**src/rtl/ysyx_23060184_mem_arbiter_if.sv**
```systemverilog
// Shared memory-path signals between IFU/LSU masters, the granted slave and the arbiter.
// The master modport is the environment side (masters plus slave responses).
interface ysyx_23060184_mem_arbiter_if;
  logic        i_arvalid;
  logic        i_rready;
  logic [31:0] d_araddr;
  logic        d_arvalid;
  logic        d_rready;
  logic [31:0] d_awaddr;
  logic        d_awvalid;
  logic        d_bready;
  logic        s_rvalid;
  logic        s_bvalid;
  logic [1:0]  grant;
  logic        busy;
  logic        timeout_err;

  modport master (
    output i_arvalid, i_rready, d_araddr, d_arvalid, d_rready,
    output d_awaddr, d_awvalid, d_bready, s_rvalid, s_bvalid,
    input  grant, busy, timeout_err
  );

  modport slave (
    input  i_arvalid, i_rready, d_araddr, d_arvalid, d_rready,
    input  d_awaddr, d_awvalid, d_bready, s_rvalid, s_bvalid,
    output grant, busy, timeout_err
  );
endinterface

```
**src/rtl/ysyx_23060184_mem_arbiter.sv**
```systemverilog
// Round-robin arbiter holding the shared AXI4-Lite path for one whole IFU or LSU transaction,
// with LSU address decode (SRAM vs UART) and a watchdog for hung slaves.
module ysyx_23060184_mem_arbiter #(
  parameter logic [31:0] UART_BASE      = 32'ha000_03f8,
  parameter logic [31:0] UART_SIZE      = 32'h8,
  parameter int unsigned TIMEOUT_CYCLES = 1024
) (
  input logic                         clk,
  input logic                         rstn,
  ysyx_23060184_mem_arbiter_if.slave  bus
);
  typedef enum logic [1:0] {StIdle, StIfuRd, StLsuRd, StLsuWr} state_e;

  localparam logic [1:0]  GrantEmpty = 2'b00;
  localparam logic [1:0]  GrantInst  = 2'b01;
  localparam logic [1:0]  GrantData  = 2'b10;
  localparam logic [1:0]  GrantUart  = 2'b11;
  localparam logic        WdEnable   = (TIMEOUT_CYCLES != 0);
  localparam logic [31:0] WdLast     = 32'(TIMEOUT_CYCLES - 1);
  // 33-bit window bounds so BASE+SIZE never wraps past the top of the address space.
  localparam logic [32:0] UartLo     = {1'b0, UART_BASE};
  localparam logic [32:0] UartHi     = {1'b0, UART_BASE} + {1'b0, UART_SIZE};

  state_e      state_q, state_d;
  logic [1:0]  grant_q, grant_d;
  logic        last_lsu_q, last_lsu_d;
  logic [31:0] wd_q, wd_d;
  logic        terr_q, terr_d;

  logic        ifu_req, lsu_req, pick_ifu, lsu_uart, release_hs, wd_expire;
  logic [32:0] lsu_addr;

  always_comb begin
    ifu_req   = bus.i_arvalid;
    lsu_req   = bus.d_arvalid | bus.d_awvalid;
    pick_ifu  = ifu_req & (~lsu_req | last_lsu_q);
    lsu_addr  = {1'b0, (bus.d_arvalid ? bus.d_araddr : bus.d_awaddr)};
    lsu_uart  = (lsu_addr >= UartLo) && (lsu_addr < UartHi);
    wd_expire = WdEnable && (wd_q == WdLast);
    unique case (state_q)
      StIfuRd: release_hs = bus.s_rvalid & bus.i_rready;
      StLsuRd: release_hs = bus.s_rvalid & bus.d_rready;
      StLsuWr: release_hs = bus.s_bvalid & bus.d_bready;
      default: release_hs = 1'b0;
    endcase
  end

  always_comb begin
    state_d    = state_q;
    grant_d    = grant_q;
    last_lsu_d = last_lsu_q;
    wd_d       = wd_q;
    terr_d     = 1'b0;
    if (state_q == StIdle) begin
      wd_d = '0;
      if (pick_ifu) begin
        state_d    = StIfuRd;
        grant_d    = GrantInst;
        last_lsu_d = 1'b0;
      end else if (lsu_req) begin
        state_d    = bus.d_arvalid ? StLsuRd : StLsuWr;
        grant_d    = lsu_uart ? GrantUart : GrantData;
        last_lsu_d = 1'b1;
      end
    end else if (release_hs) begin
      state_d = StIdle;
      grant_d = GrantEmpty;
      wd_d    = '0;
    end else if (wd_expire) begin
      state_d = StIdle;
      grant_d = GrantEmpty;
      wd_d    = '0;
      terr_d  = 1'b1;
    end else begin
      wd_d = wd_q + 32'd1;
    end
  end

  always_ff @(posedge clk or negedge rstn) begin
    if (!rstn) begin
      state_q    <= StIdle;
      grant_q    <= GrantEmpty;
      last_lsu_q <= 1'b1;
      wd_q       <= '0;
      terr_q     <= 1'b0;
    end else begin
      state_q    <= state_d;
      grant_q    <= grant_d;
      last_lsu_q <= last_lsu_d;
      wd_q       <= wd_d;
      terr_q     <= terr_d;
    end
  end

  assign bus.grant       = grant_q;
  assign bus.busy        = (state_q != StIdle);
  assign bus.timeout_err = terr_q;
endmodule

```
**src/flat_wrapper.sv**
```systemverilog
// flat-port wrapper written by rule: the top's interface ports become plain ports
module ysyx_23060184_mem_arbiter_flat 
#(
  parameter logic [31:0] UART_BASE      = 32'ha000_03f8,
  parameter logic [31:0] UART_SIZE      = 32'h8,
  parameter int unsigned TIMEOUT_CYCLES = 1024
)
  (clk, rstn, bus_i_arvalid, bus_i_rready, bus_d_araddr, bus_d_arvalid, bus_d_rready, bus_d_awaddr, bus_d_awvalid, bus_d_bready, bus_s_rvalid, bus_s_bvalid, bus_grant, bus_busy, bus_timeout_err);
  ysyx_23060184_mem_arbiter_if bus_i ();
  input logic clk;
  input logic rstn;
  input wire logic [$bits(bus_i.i_arvalid)-1:0] bus_i_arvalid;
  input wire logic [$bits(bus_i.i_rready)-1:0] bus_i_rready;
  input wire logic [$bits(bus_i.d_araddr)-1:0] bus_d_araddr;
  input wire logic [$bits(bus_i.d_arvalid)-1:0] bus_d_arvalid;
  input wire logic [$bits(bus_i.d_rready)-1:0] bus_d_rready;
  input wire logic [$bits(bus_i.d_awaddr)-1:0] bus_d_awaddr;
  input wire logic [$bits(bus_i.d_awvalid)-1:0] bus_d_awvalid;
  input wire logic [$bits(bus_i.d_bready)-1:0] bus_d_bready;
  input wire logic [$bits(bus_i.s_rvalid)-1:0] bus_s_rvalid;
  input wire logic [$bits(bus_i.s_bvalid)-1:0] bus_s_bvalid;
  output wire logic [$bits(bus_i.grant)-1:0] bus_grant;
  output wire logic [$bits(bus_i.busy)-1:0] bus_busy;
  output wire logic [$bits(bus_i.timeout_err)-1:0] bus_timeout_err;
  assign bus_i.i_arvalid = bus_i_arvalid;
  assign bus_i.i_rready = bus_i_rready;
  assign bus_i.d_araddr = bus_d_araddr;
  assign bus_i.d_arvalid = bus_d_arvalid;
  assign bus_i.d_rready = bus_d_rready;
  assign bus_i.d_awaddr = bus_d_awaddr;
  assign bus_i.d_awvalid = bus_d_awvalid;
  assign bus_i.d_bready = bus_d_bready;
  assign bus_i.s_rvalid = bus_s_rvalid;
  assign bus_i.s_bvalid = bus_s_bvalid;
  assign bus_grant = bus_i.grant;
  assign bus_busy = bus_i.busy;
  assign bus_timeout_err = bus_i.timeout_err;
  ysyx_23060184_mem_arbiter #(.UART_BASE(UART_BASE), .UART_SIZE(UART_SIZE), .TIMEOUT_CYCLES(TIMEOUT_CYCLES)) u_core (.clk(clk), .rstn(rstn), .bus(bus_i));
endmodule
```
**config.mk**
```make
export PLATFORM = sky130hd
export DESIGN_NAME = ysyx_23060184_mem_arbiter_flat
export DESIGN_NICKNAME = d
export VERILOG_FILES = /design/src/rtl/ysyx_23060184_mem_arbiter_if.sv /design/src/rtl/ysyx_23060184_mem_arbiter.sv /design/src/flat_wrapper.sv
export SDC_FILE = /design/constraint.sdc
export NUM_CORES = 1
export LEC_CHECK = 0
export BUFFER_PORTS_ARGS = -buffer_cell sky130_fd_sc_hd__buf_2
export CAP_MARGIN = 20
export CORE_ASPECT_RATIO = 1.2
export CORE_MARGIN = 2
export CORE_UTILIZATION = 44
export DETAILED_ROUTE_END_ITERATION = 12
export PLACE_DENSITY = 0.81
export REMOVE_ABC_BUFFERS = 1
export SKIP_CTS_REPAIR_TIMING = 1
export SLEW_MARGIN = 15
export SYNTH_ARGS = -nofsm -noshare
export SYNTH_HDL_FRONTEND = slang
export SYNTH_SLANG_ARGS = --single-unit
```
**constraint.sdc**
```tcl
create_clock -name clk -period 1.6 [get_ports clk]
set_input_delay 0.16 -clock clk [delete_from_list [all_inputs] [get_ports clk]]
set_output_delay 0.16 -clock clk [all_outputs]
set_load 0.05 [all_outputs]
```
==> flow_results.xml, run 1 <==
<?xml version="1.0" encoding="UTF-8"?>
<metrics>
  <group name="power">
    <metric name="power_density" unit="mW/mm2">1077</metric>
    <metric name="irDropWorstVdd" unit="uV">614.5</metric>
    <metric name="leakagePower" unit="nW">1.493</metric>
    <metric name="p_total" unit="mW">3.309</metric>
  </group>
  <group name="setup_path">
    <metric name="critPathMostFrequentCell" unit="">sky130_fd_sc_hd__a21oi_2</metric>
    <metric name="reg2reg_from" unit="">u_core.state_q[0]</metric>
    <metric name="worst-setup-path-type" unit="">reg -&gt; reg</metric>
    <metric name="setup_crit_start_kind" unit="">flop</metric>
    <metric name="capturing_instance_or_port_of_the_critical_path" unit="">u_core.state_q[0]</metric>
    <metric name="worst_setup_path_startpoint" unit="">u_core.state_q[0]</metric>
    <metric name="timing.critical_path.cells" unit="">inv_2 &gt; ha_4 &gt; mux2i_4 &gt; o21ai_4 &gt; a41o_4 &gt; buf_6 &gt; a21oi_2 &gt; a21oi_2</metric>
    <metric name="slowest_delay" unit="ns">0.43</metric>
    <metric name="worst_path_dominant_cell_family" unit="">compound AO/OA/AOI/OAI gates</metric>
    <metric name="r2r_cells" unit="">8</metric>
    <metric name="crit_path_max_fanout" unit="">8</metric>
    <metric name="critical_path_arrival" unit="ns">1.99</metric>
    <metric name="cp.required" unit="ns">1.79</metric>
    <metric name="timing.reg2reg.setup_slack" unit="ns">-0.20</metric>
    <metric name="crit_buf_inv" unit="">2</metric>
    <metric name="critPathSlowestCell" unit="">sky130_fd_sc_hd__dfrtp_1</metric>
    <metric name="timing.critical_path.depth" unit="">8</metric>
    <metric name="timing.rr.end" unit="">u_core.state_q[0]</metric>
    <metric name="critPathCaptureType" unit="">flop</metric>
  </group>
  <group name="yosys">
    <metric name="synth-edff-count" unit="">0</metric>
    <metric name="synth_top_area_cell" unit="">sky130_fd_sc_hd__dfrtp_1</metric>
    <metric name="synth_async_sr_flop_share" unit="%">100.0</metric>
    <metric name="yosys_most_used_dff" unit="">sky130_fd_sc_hd__dfrtp_1</metric>
    <metric name="yosys-top-cells-area" unit="">sky130_fd_sc_hd__dfrtp_1, sky130_fd_sc_hd__xor2_1, sky130_fd_sc_hd__nor2_1, sky130_fd_sc_hd__nand4_1, sky130_fd_sc_hd__nand3_1</metric>
    <metric name="synth.yosys.warnings" unit="">0</metric>
    <metric name="synthesis.area_per_instance" unit="um2">9.398</metric>
    <metric name="yosysUniqueCellTypes" unit="">35</metric>
    <metric name="post_synth_inst_count" unit="">221</metric>
    <metric name="post-synth-top-area-fraction" unit="%">43.37</metric>
    <metric name="seq_area_frac_synth" unit="%">44.64</metric>
    <metric name="synth_seq_cells" unit="">37</metric>
    <metric name="syn_area" unit="mm2">0.002077</metric>
  </group>
  <group name="run">
    <metric name="timing.max_cap.violations" unit="">0</metric>
  </group>
  <group name="routing">
    <metric name="vias" unit="">2186</metric>
    <metric name="antenna_left" unit="">0</metric>
    <metric name="detail_route.vias_per_cell" unit="">5.506</metric>
    <metric name="wire_per_inst" unit="um">16.26</metric>
    <metric name="totalWireLength" unit="um">6455</metric>
    <metric name="drt-pass1-iter-count" unit="">4</metric>
    <metric name="initialDrtViolationCount" unit="">109</metric>
    <metric name="post-route-drc-count" unit="">0</metric>
  </group>
  <group name="floorplan">
    <metric name="io_pins" unit="">78</metric>
    <metric name="start_util" unit="%">45.54</metric>
    <metric name="core_region_area" unit="mm2">0.004561</metric>
    <metric name="dieWidth" unit="um">66.72</metric>
    <metric name="floorplan.die_area" unit="mm2">0.005289</metric>
    <metric name="placement_rows" unit="">27</metric>
    <metric name="die_height" unit="um">79.27</metric>
  </group>
  <group name="global_routing">
    <metric name="grt.overflow.total" unit="">0</metric>
    <metric name="first_global_vias" unit="">2172</metric>
    <metric name="groute.usage.overall" unit="%">22.74</metric>
    <metric name="grt_antenna_before_repair" unit="">0</metric>
    <metric name="grt_max_degree" unit="">38</metric>
    <metric name="grt_pass1_wl" unit="um">9101</metric>
  </group>
  <group name="final_layout">
    <metric name="layout.cells.most_common_list" unit="">sky130_fd_sc_hd__buf_2, sky130_fd_sc_hd__buf_4, sky130_fd_sc_hd__dfrtp_1</metric>
    <metric name="area.growth.synth_to_final" unit="%">48.01</metric>
    <metric name="fin_nets" unit="">416</metric>
    <metric name="finalInstanceArea" unit="mm2">0.003074</metric>
    <metric name="fillerInstances" unit="">362</metric>
    <metric name="layout-drive-gt1-share" unit="%">47.20</metric>
    <metric name="mostFrequentLayoutCell" unit="">sky130_fd_sc_hd__buf_2</metric>
    <metric name="diodes_inserted" unit="">0</metric>
  </group>
  <group name="place">
    <metric name="port_buffers" unit="">71</metric>
    <metric name="dp_hpwl" unit="um">4208</metric>
    <metric name="gp_congestion" unit="">0.8741</metric>
    <metric name="placed_area" unit="mm2">0.002749</metric>
  </group>
  <group name="sta">
    <metric name="setup_repair_after_global_routing_missed_its_margin" unit="">true</metric>
    <metric name="setup-violations-final" unit="">33</metric>
    <metric name="final_hold_violation_count" unit="">0</metric>
    <metric name="final.setup.worst_slack" unit="ns">-0.1979</metric>
    <metric name="fin_worst_skew" unit="ns">0.008656</metric>
    <metric name="total_neg_setup_slack" unit="ns">-4.084</metric>
    <metric name="shortest_clock_period_the_worst_path_allows_after_layout" unit="ns">1.798</metric>
    <metric name="post-route-period-util" unit="%">112.4</metric>
    <metric name="timing.max_slew.rel_slack" unit="%">68.67</metric>
    <metric name="maxSlewViolCount" unit="">0</metric>
    <metric name="max_freq" unit="MHz">556.2</metric>
    <metric name="hold-worst-slack" unit="ns">0.05754</metric>
    <metric name="tightestPinTransition" unit="ns">0.4699</metric>
  </group>
  <group name="clock_network">
    <metric name="cts.htree.levels" unit="">2</metric>
    <metric name="cts.root.buffer_cell" unit="">sky130_fd_sc_hd__clkbuf_8</metric>
    <metric name="clkLatencyLatePin" unit="ns">0.29</metric>
    <metric name="tritoncts.num_buffers" unit="">5</metric>
    <metric name="cts-root-to-sink-buffers" unit="">2</metric>
    <metric name="clkTransAtPathRegs" unit="ns">0.08</metric>
    <metric name="tritoncts" unit="">built</metric>
    <metric name="tritoncts_num_sinks" unit="">37</metric>
  </group>
  <group name="min_path">
    <metric name="worstHoldPathType" unit="">in -&gt; reg</metric>
  </group>
  <group name="outcome">
    <metric name="violations" unit="">negative setup slack</metric>
    <metric name="status" unit="">complete, but fails checks</metric>
  </group>
</metrics>
==> stage by stage <==
| step | cells | utilization [%] | worst slack [ns] |
|---|---|---|---|
| CTS | 389 | 62.06 | -0.2688 |
| global placement | 381 | 60.27 | -0.1221 |
| detailed placement | 381 | 60.27 | -0.1998 |
| finish | 397 | 67.41 | -0.1979 |
| global route | 397 | 67.41 | -0.2679 |
| floorplan | 212 | - | -0.8986 |
==> routing by layer <==
layer | GRT usage, % | share of wire (%) | up-vias
li1 | - | - | 1018
met1 | 24.48 | 34 | 1055
met2 | 41.90 | 56 | 94
met3 | 4.816 | 6.0 | 19
met4 | 9.592 | 3.8 | 0
met5 | 0 | 0 | -
==> kinds of logic (layout without fill, tap and decap cells) <==
| group | Yosys count | in the layout | synth area share (%) |
|---|---|---|---|
| AND/OR/NAND/NOR | 121 | 121 | 32.29 |
| adder cells (fa/ha/maj) | 4 | 4 | 2.410 |
| AO/OA/AOI/OAI | 15 | 15 | 4.337 |
| XOR/XNOR | 29 | 29 | 12.23 |
| multiplexers | 1 | 1 | 0.4819 |
| buffers and inverters | 14 | 132 | 3.614 |
| flip-flops | 37 | 37 | 44.64 |
==> where the power goes <==
group	internal, mW	leakage [nW]	switching (mW)	total (mW)
Combinational	0.666	0.945	0.871	1.54
Sequential	1.03	0.505	0.0970	1.13
Clock	0.306	0.0422	0.338	0.644
==> Yosys cell counts, types with 2 or more instances <==
cell / number
sky130_fd_sc_hd__dfrtp_1: 36
sky130_fd_sc_hd__nor2_1: 36
sky130_fd_sc_hd__xor2_1: 24
sky130_fd_sc_hd__nand3_1: 15
sky130_fd_sc_hd__nand4_1: 14
sky130_fd_sc_hd__nand2_1: 12
sky130_fd_sc_hd__nor4_1: 11
sky130_fd_sc_hd__a21oi_1: 7
sky130_fd_sc_hd__and3_1: 7
sky130_fd_sc_hd__and4_1: 7
sky130_fd_sc_hd__buf_2: 6
sky130_fd_sc_hd__xnor2_1: 5
sky130_fd_sc_hd__ha_1: 4
sky130_fd_sc_hd__inv_1: 4
sky130_fd_sc_hd__and2_1: 3
sky130_fd_sc_hd__nor3_1: 3
sky130_fd_sc_hd__nor4b_1: 3
sky130_fd_sc_hd__o21ai_0: 3
sky130_fd_sc_hd__a31oi_1: 2
sky130_fd_sc_hd__and4b_1: 2
sky130_fd_sc_hd__buf_4: 2
sky130_fd_sc_hd__nand2b_1: 2
==> area by class of cell <==
class / instances / area [um2] / area share (%)
inverters: 5 / 18.77 / 0.6105
repair buffers: 119 / 740.7 / 24.09
flip-flops and latches: 37 / 928.4 / 30.20
clock inverters: 1 / 5.005 / 0.1628
well taps: 58 / 72.57 / 2.361
multi-input cells: 170 / 1232 / 40.09
clock buffers: 7 / 76.32 / 2.483
==> worst min-delay path by stage <==
stage	startpoint	to	cells past startpoint
global route	bus_i_arvalid	u_core.last_lsu_q	2
floorplan	rstn	u_core.bus.grant[0]	0
global placement	rstn	u_core.wd_q[15]	2
detailed placement	rstn	u_core.wd_q[15]	2
finish	bus_i_arvalid	u_core.last_lsu_q	2
CTS	rstn	u_core.wd_q[22]	2
==> flip-flops by register name, indices dropped and copies added (netlist names) <==
register and cells:
u_core.wd_q 32, u_core.state_q 1, u_core.last_lsu_q 1, u_core.bus.grant 2, u_core.bus.timeout_err 1
Note: power is estimated with default switching activity, not from simulation.
==> run 2: changes to the inputs <==
- TNS_END_PERCENT: unset -> 1
==> flow_results.xml, run 2 (synthesis results as in run 1) <==
<?xml version="1.0" encoding="UTF-8"?>
<metrics>
  <group name="place">
    <metric name="dpl_worst_slack" unit="ns">-0.1998</metric>
    <metric name="gp_congestion" unit="">0.8741</metric>
    <metric name="port_buffers" unit="">71</metric>
    <metric name="dp_hpwl" unit="um">4208</metric>
  </group>
  <group name="power">
    <metric name="p_total" unit="mW">3.119</metric>
    <metric name="irDropWorstVdd" unit="uV">561.3</metric>
    <metric name="leakagePower" unit="nW">1.452</metric>
    <metric name="power_density" unit="mW/mm2">1054</metric>
  </group>
  <group name="routing">
    <metric name="vias" unit="">2150</metric>
    <metric name="totalWireLength" unit="um">5874</metric>
    <metric name="post-route-drc-count" unit="">0</metric>
    <metric name="initialDrtViolationCount" unit="">91</metric>
    <metric name="wire_per_inst" unit="um">15.02</metric>
    <metric name="antenna_left" unit="">0</metric>
    <metric name="drt-pass1-iter-count" unit="">4</metric>
    <metric name="detail_route.vias_per_cell" unit="">5.499</metric>
  </group>
  <group name="run">
    <metric name="timing.max_cap.violations" unit="">0</metric>
  </group>
  <group name="outcome">
    <metric name="violations" unit="">negative setup slack</metric>
    <metric name="status" unit="">complete, but fails checks</metric>
  </group>
  <group name="setup_path">
    <metric name="timing.reg2reg.setup_slack" unit="ns">-0.17</metric>
    <metric name="worst_path_dominant_cell_family" unit="">compound AO/OA/AOI/OAI gates</metric>
    <metric name="reg2reg_from" unit="">u_core.state_q[0]</metric>
    <metric name="slowest_delay" unit="ns">0.42</metric>
    <metric name="timing.rr.end" unit="">u_core.state_q[0]</metric>
    <metric name="crit_buf_inv" unit="">2</metric>
    <metric name="cp.required" unit="ns">1.79</metric>
    <metric name="critPathCaptureType" unit="">flop</metric>
    <metric name="crit_path_max_fanout" unit="">8</metric>
    <metric name="critPathSlowestCell" unit="">sky130_fd_sc_hd__dfrtp_1</metric>
    <metric name="worst-setup-path-type" unit="">reg -&gt; reg</metric>
    <metric name="critical_path_arrival" unit="ns">1.96</metric>
    <metric name="timing.critical_path.cells" unit="">inv_2 &gt; ha_4 &gt; mux2i_2 &gt; o21ai_2 &gt; a41o_2 &gt; buf_6 &gt; a21oi_2 &gt; a21oi_2</metric>
    <metric name="r2r_cells" unit="">8</metric>
    <metric name="critPathMostFrequentCell" unit="">sky130_fd_sc_hd__a21oi_2</metric>
    <metric name="setup_crit_start_kind" unit="">flop</metric>
  </group>
  <group name="clock_network">
    <metric name="tritoncts.num_buffers" unit="">5</metric>
    <metric name="tritoncts" unit="">built</metric>
    <metric name="cts.root.buffer_cell" unit="">sky130_fd_sc_hd__clkbuf_8</metric>
    <metric name="cts-root-to-sink-buffers" unit="">2</metric>
    <metric name="tritoncts_num_sinks" unit="">37</metric>
    <metric name="cts.htree.levels" unit="">2</metric>
    <metric name="clkLatencyLatePin" unit="ns">0.29</metric>
    <metric name="clkTransAtPathRegs" unit="ns">0.07</metric>
  </group>
  <group name="floorplan">
    <metric name="dieWidth" unit="um">66.72</metric>
    <metric name="core_region_area" unit="mm2">0.004561</metric>
    <metric name="io_pins" unit="">78</metric>
    <metric name="floorplan.die_area" unit="mm2">0.005289</metric>
    <metric name="start_util" unit="%">45.54</metric>
    <metric name="die_height" unit="um">79.27</metric>
    <metric name="placement_rows" unit="">27</metric>
  </group>
  <group name="sta">
    <metric name="fin_worst_skew" unit="ns">0.007306</metric>
    <metric name="final_hold_violation_count" unit="">0</metric>
    <metric name="final.setup.worst_slack" unit="ns">-0.1734</metric>
    <metric name="shortest_clock_period_the_worst_path_allows_after_layout" unit="ns">1.773</metric>
    <metric name="hold-worst-slack" unit="ns">0.06235</metric>
    <metric name="tightestPinTransition" unit="ns">0.4680</metric>
    <metric name="setup-violations-final" unit="">32</metric>
    <metric name="setup_repair_after_global_routing_missed_its_margin" unit="">true</metric>
    <metric name="post-route-period-util" unit="%">110.8</metric>
    <metric name="maxSlewViolCount" unit="">0</metric>
    <metric name="max_freq" unit="MHz">563.9</metric>
    <metric name="timing.max_slew.rel_slack" unit="%">68.80</metric>
  </group>
  <group name="global_routing">
    <metric name="grt_max_degree" unit="">38</metric>
    <metric name="grt_antenna_before_repair" unit="">0</metric>
    <metric name="groute.usage.overall" unit="%">22.74</metric>
    <metric name="grt_pass1_wl" unit="um">9101</metric>
    <metric name="grt.overflow.total" unit="">0</metric>
    <metric name="first_global_vias" unit="">2172</metric>
  </group>
  <group name="final_layout">
    <metric name="area.growth.synth_to_final" unit="%">42.47</metric>
    <metric name="layout.cells.most_common_list" unit="">sky130_fd_sc_hd__buf_2, sky130_fd_sc_hd__buf_4, sky130_fd_sc_hd__dfrtp_1</metric>
    <metric name="largest_reg_flops" unit="">32</metric>
    <metric name="registers.top_by_ff_count" unit="">u_core.wd_q</metric>
    <metric name="diodes_inserted" unit="">0</metric>
    <metric name="fin_nets" unit="">410</metric>
    <metric name="layout-drive-gt1-share" unit="%">43.54</metric>
    <metric name="mostFrequentLayoutCell" unit="">sky130_fd_sc_hd__buf_2</metric>
  </group>
  <group name="min_path">
    <metric name="worstHoldPathType" unit="">in -&gt; reg</metric>
    <metric name="timing.hold.worst_endpoint" unit="">u_core.last_lsu_q</metric>
    <metric name="worstHoldPathCells" unit="">2</metric>
    <metric name="worst_hold_startpoint" unit="">bus_i_arvalid</metric>
  </group>
</metrics>
run 2: worst max-delay path by stage:
stage | endpoint | start | cells after the start | slack, ns
CTS | u_core.state_q[0] | u_core.state_q[0] | 8 | -0.27
detailed placement | u_core.bus.grant[0] | u_core.bus.grant[1] | 7 | -0.20
global placement | u_core.bus.grant[0] | u_core.bus.grant[1] | 7 | -0.12
global route | u_core.state_q[0] | u_core.state_q[0] | 8 | -0.22
finish | u_core.state_q[0] | u_core.state_q[0] | 8 | -0.17
floorplan | u_core.bus.grant[0] | u_core.bus.grant[1] | 7 | -0.90
run 2: power by group:
group          internal (mW)  switching (mW)  total, mW
logic                  0.578           0.779       1.36
clock network          0.306           0.331      0.637
registers               1.03          0.0939       1.13
total                   1.92            1.20       3.12
run 2: worst register-to-register path: stages, from the launching register on:
cell,delay [ns]
sky130_fd_sc_hd__dfrtp_1,0.42
sky130_fd_sc_hd__inv_2,0.11
sky130_fd_sc_hd__ha_4,0.15
sky130_fd_sc_hd__mux2i_2,0.25
sky130_fd_sc_hd__o21ai_2,0.11
sky130_fd_sc_hd__a41o_2,0.29
sky130_fd_sc_hd__buf_6,0.15
sky130_fd_sc_hd__a21oi_2,0.13
sky130_fd_sc_hd__a21oi_2,0.04
run 2: layer usage:
metal	wire (um)	track usage, %	up-vias	share of wire [%]
met5	0	0	-	0
met3	348	4.816	17	5.9
met1	2054	24.48	1022	35
li1	-	-	1015	-
met4	187	9.592	0	3.2
met2	3282	41.90	96	56
run 2: final cells by class:
type | count | area, um2
flip-flops and latches | 37 | 928.4
clock inverters | 1 | 5.005
inverters | 5 | 18.77
well taps | 58 | 72.57
repair buffers | 113 | 694.4
fillers | 382 | 1602
multi-input cells | 170 | 1164
clock buffers | 7 | 76.32
run 2: stage by stage:
step | TNS, ns | utilization, % | instances | instance area, um2
3_5_place_dp | -4.866 | 60.27 | 381 | 2749
3_3_place_gp | -2.292 | 60.27 | 381 | 2749
4_1_cts | -6.205 | 62.06 | 389 | 2830
6_report | -3.029 | 64.88 | 391 | 2959
5_1_grt | -4.853 | 64.88 | 391 | 2959
2_1_floorplan | -22.84 | - | 212 | 2021
